===== config.mk =====
export PLATFORM = sky130hd
export DESIGN_NAME = t_ff_counter_ctrl
export DESIGN_NICKNAME = d
export VERILOG_FILES = /design/src/rtl/t_ctrl_pkg.sv /design/src/rtl/t_ff_arst.sv /design/src/rtl/t_ff_counter_ctrl.sv
export SDC_FILE = /design/constraint.sdc
export NUM_CORES = 1
export LEC_CHECK = 0
export BUFFER_PORTS_ARGS = -buffer_cell sky130_fd_sc_hd__buf_2
export CORE_AREA = 2 2 39 41
export DETAILED_ROUTE_END_ITERATION = 8
export DIE_AREA = 0 0 41 43
export GPL_ROUTABILITY_DRIVEN = 1
export PLACE_DENSITY = 0.75
export SETUP_SLACK_MARGIN = 0.2
export SYNTH_ARGS = -nofsm -noshare
export SYNTH_HDL_FRONTEND = slang
export SYNTH_SLANG_ARGS = --single-unit

===== constraint.sdc =====
create_clock -name clk -period 4.1 [get_ports clk]
set_input_delay 0.205 -clock clk [delete_from_list [all_inputs] [get_ports clk]]
set_output_delay 0.205 -clock clk [all_outputs]
set_load 0.01 [all_outputs]

===== src/rtl/t_ctrl_pkg.sv =====
// Shared encodings for the T flip-flop counter/controller.
package t_ctrl_pkg;

  typedef enum logic {
    ST_IDLE = 1'b0,
    ST_RUN  = 1'b1
  } state_t;

  localparam logic MODE_CONT    = 1'b0;
  localparam logic MODE_ONESHOT = 1'b1;

endpackage


===== src/rtl/t_ff_arst.sv =====
// Single T flip-flop cell with asynchronous active-high reset.
module t_ff_arst (
  input  logic clk,
  input  logic reset,
  input  logic t,
  output logic q
);

  // Toggle on t, clear immediately on reset.
  always_ff @(posedge clk or posedge reset) begin
    if (reset) q <= 1'b0;
    else if (t) q <= ~q;
  end

endmodule


===== src/rtl/t_ff_counter_ctrl.sv =====
// Programmable divide-by-(div_val+1) counter built from a chain of T-FF cells.
// The controller never loads the count; it only steers per-bit toggle enables
// to increment, wrap or clear the chain.
module t_ff_counter_ctrl
  import t_ctrl_pkg::*;
#(
  parameter int WIDTH = 4
) (
  input  logic             clk,
  input  logic             reset,
  input  logic             start,
  input  logic             stop,
  input  logic             mode,
  input  logic [WIDTH-1:0] div_val,
  output logic [WIDTH-1:0] count,
  output logic             tick,
  output logic             busy,
  output logic             done
);

  state_t           state;
  logic [WIDTH-1:0] term;
  logic             mode_q;
  logic [WIDTH-1:0] t;
  logic             wrap;

  assign wrap = (count == term);

  // Toggle enables: clearing toggles every set bit, incrementing toggles
  // each bit whose lower bits are all ones (ripple-carry pattern).
  always_comb begin
    logic carry;
    t     = '0;
    carry = 1'b1;
    if (state == ST_RUN) begin
      if (stop || wrap) begin
        t = count;
      end else begin
        for (int i = 0; i < WIDTH; i++) begin
          t[i]  = carry;
          carry = carry & count[i];
        end
      end
    end
  end

  // The T-FF chain holding the count.
  for (genvar g = 0; g < WIDTH; g++) begin : g_chain
    t_ff_arst u_tff (
      .clk  (clk),
      .reset(reset),
      .t    (t[g]),
      .q    (count[g])
    );
  end

  // Start/stop sequencing with registered tick, done and busy.
  always_ff @(posedge clk or posedge reset) begin
    if (reset) begin
      state  <= ST_IDLE;
      term   <= '0;
      mode_q <= 1'b0;
      busy   <= 1'b0;
      tick   <= 1'b0;
      done   <= 1'b0;
    end else begin
      tick <= 1'b0;
      done <= 1'b0;
      case (state)
        ST_IDLE: begin
          if (start && !stop) begin
            state  <= ST_RUN;
            term   <= div_val;
            mode_q <= mode;
            busy   <= 1'b1;
          end
        end
        ST_RUN: begin
          if (stop) begin
            state <= ST_IDLE;
            busy  <= 1'b0;
          end else if (wrap) begin
            tick <= 1'b1;
            if (mode_q == MODE_ONESHOT) begin
              done  <= 1'b1;
              state <= ST_IDLE;
              busy  <= 1'b0;
            end
          end
        end
        default: begin
          state <= ST_IDLE;
          busy  <= 1'b0;
        end
      endcase
    end
  end

endmodule


== Word level (Yosys, flattened, before mapping) ==
Cells that the tools add are included.

* Equal/unequal tests: 4
* Mux-type cells: 19
* Bitwise operators: 7
* Reductions and logical operators: 5

{| class="wikitable"
|+ Operators with widths
! kind !! number
|-
| $mux W1 || 15
|-
| $mux W4 || 2
|-
| $ne A3 B2 Y1 const B || 2
|-
| $not A1 Y1 || 5
|-
| $eq A4 B4 Y1 || 1
|-
| $pmux W1 S2 || 2
|-
| $reduce_and A3 Y1 || 1
|-
| $and A1 B1 Y1 || 2
|-
| $ne A2 B2 Y1 const B || 1
|-
| $reduce_and A2 Y1 || 1
|-
| $logic_and A1 B1 Y1 || 1
|-
| $logic_not A1 Y1 || 1
|-
| $logic_or A1 B1 Y1 || 1
|}

* Bits in registers: 13
* Input bits: 9
* Output and inout bits: 7

== Logic depth before layout (Yosys ltp) ==
* Depth after elaboration: 4
* Depth in mapped cells: 4
* Depth with buffers taken out: 4

== Hierarchy ==
Synthesis repeated with hierarchy kept, for this count alone.

* Cell total of the unflattened synthesis: 61
* Area total of the unflattened synthesis: 666.9 um^2

{| class="wikitable"
|+ Modules (own cells, without submodules)
! module !! times used !! cells each !! area an instance (um^2)
|-
| t_ff_counter_ctrl || 1 || 49 || 516.7
|-
| t_ff_arst || 4 || 3 || 37.5
|}

== Worst setup path after synthesis ==
Ideal clock, no wire load.

* Path kind: reg-to-reg
* Start: register g_chain[3].u_tff.q
* End: register g_chain[0].u_tff.q
* Setup time: 0.125 ns
* Arrival: 1.342 ns
* Required time: 3.975 ns
* Setup slack: 2.633 ns
* Cell stages (with the launch flop): 5
* Path buffers: 0
* Clock period less this slack: 1.467 ns
* Cell sequence: dfrtp_1 -> xor2_1 -> o41ai_4 -> nor2_2 -> mux2_4

* Cells in the longest elaborated chain, start to end: 4

{| class="wikitable"
|+ Ends and longest elaborated chain
! what !! RTL line !! source
|-
| start, declared || t_ff_arst.sv:6 || <nowiki>output logic q</nowiki>
|-
| start signal, assigned || t_ff_arst.sv:12 || <nowiki>else if (t) q <= ~q;</nowiki>
|-
| $eq A4 B4 Y1 || t_ff_counter_ctrl.sv:27 || <nowiki>assign wrap = (count == term);</nowiki>
|-
| $logic_or A1 B1 Y1 || t_ff_counter_ctrl.sv:36 || <nowiki>if (stop || wrap) begin</nowiki>
|-
| $mux W4 || t_ff_counter_ctrl.sv:36 ||
|-
| $mux W4 || t_ff_counter_ctrl.sv:35 || <nowiki>if (state == ST_RUN) begin</nowiki>
|-
| end signal, assigned || t_ff_arst.sv:12 ||
|-
| end, declared || t_ff_arst.sv:6 ||
|}

No other way between the ends.
A chain may end at the register's enable or synchronous reset.

== Worst setup path after layout ==
Same ends and word-level chain as after synthesis.

==> results by group <==
Status
  • Result of the run: completed

GRT
  • Number of antenna violations at the first check in global routing: 0
  • Combined global-route utilization of all metal layers: 0.157
  • Wire length of the first global-routing pass: 1780 µm
  • Vias in the first global route: 433
  • Aggregate global routing overflow: 0
  • Maximum number of pins on one net before global-route repair: 14

Die
  • Height of the die: 43 µm
  • Placeable Area: 1380 µm²
  • Standard-cell rows: 14
  • Starting density of the core: 0.478
  • # IOs: 16
  • Die Footprint: 1760 µm²
  • Die X-Extent: 41 µm

Worst setup path
  • CP required: 4270 ps
  • Length in cells of the worst reg-to-reg path: 4
  • Endpoint of the worst setup timing path: g_chain[0].u_tff.q$_DFFE_PP0P_
  • Buffer and inverter count on the worst path: 0
  • Total number of cells along the worst setup path: 4
  • Kind of cell adding the most delay to the critical path: compound AO/OA/AOI/OAI gates
  • FF-to-FF End: g_chain[0].u_tff.q$_DFFE_PP0P_
  • Arrival time at the worst endpoint: 1720 ps
  • Crit path max fanout: 6
  • CP Cell Sequence: xor2_1, o41ai_4, nor2_2, mux2_4
  • R2R Setup Slk: 2560 ps
  • CP max stage delay: 500 ps
  • Path type of the worst setup path: flop to flop
  • Library cell contributing the largest single delay on the critical path: sky130_fd_sc_hd__o41ai_4
  • Crit path capture type: flop
  • Origin of the critical flop-to-flop path: g_chain[3].u_tff.q$_DFFE_PP0P_
  • Launch point of the critical path: g_chain[3].u_tff.q$_DFFE_PP0P_
  • Critical path startpoint category: flop

Logic synthesis
  • Post-Syn Area: 662 µm²
  • Synth warnings: 0
  • Number of instances in the synthesized netlist: 55
  • Unique masters post-synth: 27
  • Sequential fraction of the synthesis area: 0.491
  • Number of flip-flops and latches in the synthesized netlist: 13
  • Syn nets: 64
  • Mean instance size in the synthesized netlist: 12.0 µm²

Routing
  • Final antenna-violating net count: 0
  • Drc violations: 0
  • Ratio of routed vias to standard cells: 5.38
  • Total length of routed wires: 1040 µm
  • Average wire length per cell after detail routing: 12.1 µm
  • Drt first pass iters: 2
  • Overall via count from detail_route: 463
  • Drt first-iter violations: 5

Cells and area
  • Filler Cells Inserted: 133
  • Utilization of the core after routing: 0.549
  • Post-synthesis to final-layout area growth: 14.7%
  • Share of post-route cells with drive strength above 1: 0.414
  • Number of nets in the layout: 80
  • Most common cell after layout, fill and taps aside: sky130_fd_sc_hd__buf_2
  • Commonest non-fill, non-tap cells in the layout: sky130_fd_sc_hd__buf_2, sky130_fd_sc_hd__dfrtp_1, sky130_fd_sc_hd__mux2_2
  • Ant diodes: 0

STA
  • Share of the clock period used by the worst path: 0.376
  • Number of setup violations in the final report: 0
  • Final setup TNS: 0 ps
  • Worst slew pin tran: 495 ps
  • Fmax: 649 MHz
  • Final critical path time including I/O delays and setup: 1540 ps
  • Count of final max-slew check failures: 0
  • Worst max-slew margin expressed relative to the limit: 0.670
  • Worst-case clock skew: 7.59 ps
  • Count of endpoints failing hold in the final timing report: 0
  • Setup repair after global routing missed its margin: false

Clock tree
  • Number of buffers created by CTS: 3
  • CTS resizes: 0
  • Maximum clock path buffer count: 2
  • Root cell of the clock tree: sky130_fd_sc_hd__clkbuf_4
  • Worst-skew pair later-pin latency: 280 ps
  • Clock net sink count: 13
  • Number of H-tree branching levels: 1
  • Clock tree from TritonCTS: yes
  • Post-CTS setup buffers: 0
  • Clock input transition at the sequential cells of the worst setup and hold paths: 80 ps

Placed design
  • HPWL after DPL: 797 µm
  • Buffers added on ports: 15
  • Final GP Congestion: 0.707

Run
  • # Max-Cap Violations: 0

Min path
  • Type of the most critical hold path: primary input to flop
  • Hold Crit Depth: 2

Power
  • Power per cell area: 536 nW/µm²
  • Peak ir drop on the vdd network: 0.000248 V
  • Leakage power of the design: 0.377 nW
## cells in the mapped netlist, drive strengths merged
| cell | number | area, µm² |
|---|---|---|
| inv | 4 | 15.0 |
| o21ai | 2 | 10.0 |
| nand2 | 1 | 3.75 |
| nor3b | 2 | 20.0 |
| o32ai | 1 | 8.76 |
| a21oi | 2 | 10.0 |
| o41ai | 1 | 27.5 |
| and3 | 2 | 12.5 |
| mux2 | 6 | 71.3 |
| nor4 | 1 | 6.26 |
| a21o | 1 | 7.51 |
| nor2 | 2 | 10.0 |
| and2 | 2 | 12.5 |
| xor2 | 4 | 42.6 |
| nor3 | 1 | 5.00 |
| o2bb2ai | 1 | 8.76 |
| clkbuf | 1 | 3.75 |
| o22ai | 1 | 6.26 |
| nand3b | 1 | 7.51 |
| buf | 4 | 30.0 |
| dfrtp | 13 | 325 |
| nand3 | 1 | 5.00 |
| a211oi | 1 | 12.5 |
## sequential cells by signal, summed over array words and instances (netlist names)
register / count
tick: 1
done: 1
mode_q: 1
busy: 1
g_chain.u_tff.q: 4
term: 4
state: 1
## power by group
group / internal [mW] / switching (mW) / total, mW
combinational: 0.0630 / 0.0664 / 0.129
clock: 0.0378 / 0.0430 / 0.0808
sequential: 0.157 / 0.0394 / 0.197
total: 0.258 / 0.149 / 0.407
## per-stage QoR
stage / area [µm²] / total power, mW / hold WS (ps) / std cells / worst slack [ps]
6_report: 759 / 0.407 / 125 / 86 / 2560
5_1_grt: 759 / 0.435 / 115 / 86 / 2440
4_1_cts: 759 / 0.409 / 123 / 86 / 2550
3_5_place_dp: 723 / 0.330 / 252 / 81 / 2560
3_3_place_gp: 723 / 0.326 / 251 / 81 / 2580
2_1_floorplan: 662 / 0.312 / 82.0 / 55 / 2630
## logic make-up (layout without fill, tap and decap cells)
kind of cell / after synthesis / count (layout) / share of synthesized area
AO/OA/AOI/OAI: 10 / 10 / 0.138
XOR/XNOR: 4 / 4 / 0.0643
buffers and inverters: 9 / 24 / 0.0737
flip-flops: 13 / 13 / 0.491
multiplexers: 6 / 6 / 0.108
AND/OR/NAND/NOR: 13 / 13 / 0.125
## repair_timing
item	CTS	global route
endpoints found under the hold margin	13	0
setup endpoints to repair	0	0
hold buffers	1	0
## how the worst min path moves through the flow
stage | start | endpoint
after global routing | stop | state$_DFF_PP0_
after global placement | reset | term[2]$_DFFE_PP0P_
after floorplan | reset | busy$_DFFE_PP0P_
after CTS | stop | state$_DFF_PP0_
final | stop | state$_DFF_PP0_
after detailed placement | reset | term[2]$_DFFE_PP0P_
## area by class of cell
type	count	area [µm²]	area share
Inverter	4	15.0	0.0198
Timing Repair Buffer	16	85.1	0.112
Tap cell	16	20.0	0.0264
Multi-Input combinational cell	33	288	0.379
Clock buffer	4	26.3	0.0346
Sequential cell	13	325	0.428
## routing by layer
layer | global-route usage | vias up | wire length (µm)
li1 | - | 220 | -
met1 | 0.186 | 226 | 455
met2 | 0.225 | 12 | 495
met3 | 0.0628 | 5 | 56
met4 | 0.100 | 0 | 31
met5 | 0 | - | 0
No activity file was read; power rests on OpenSTA's default activity.
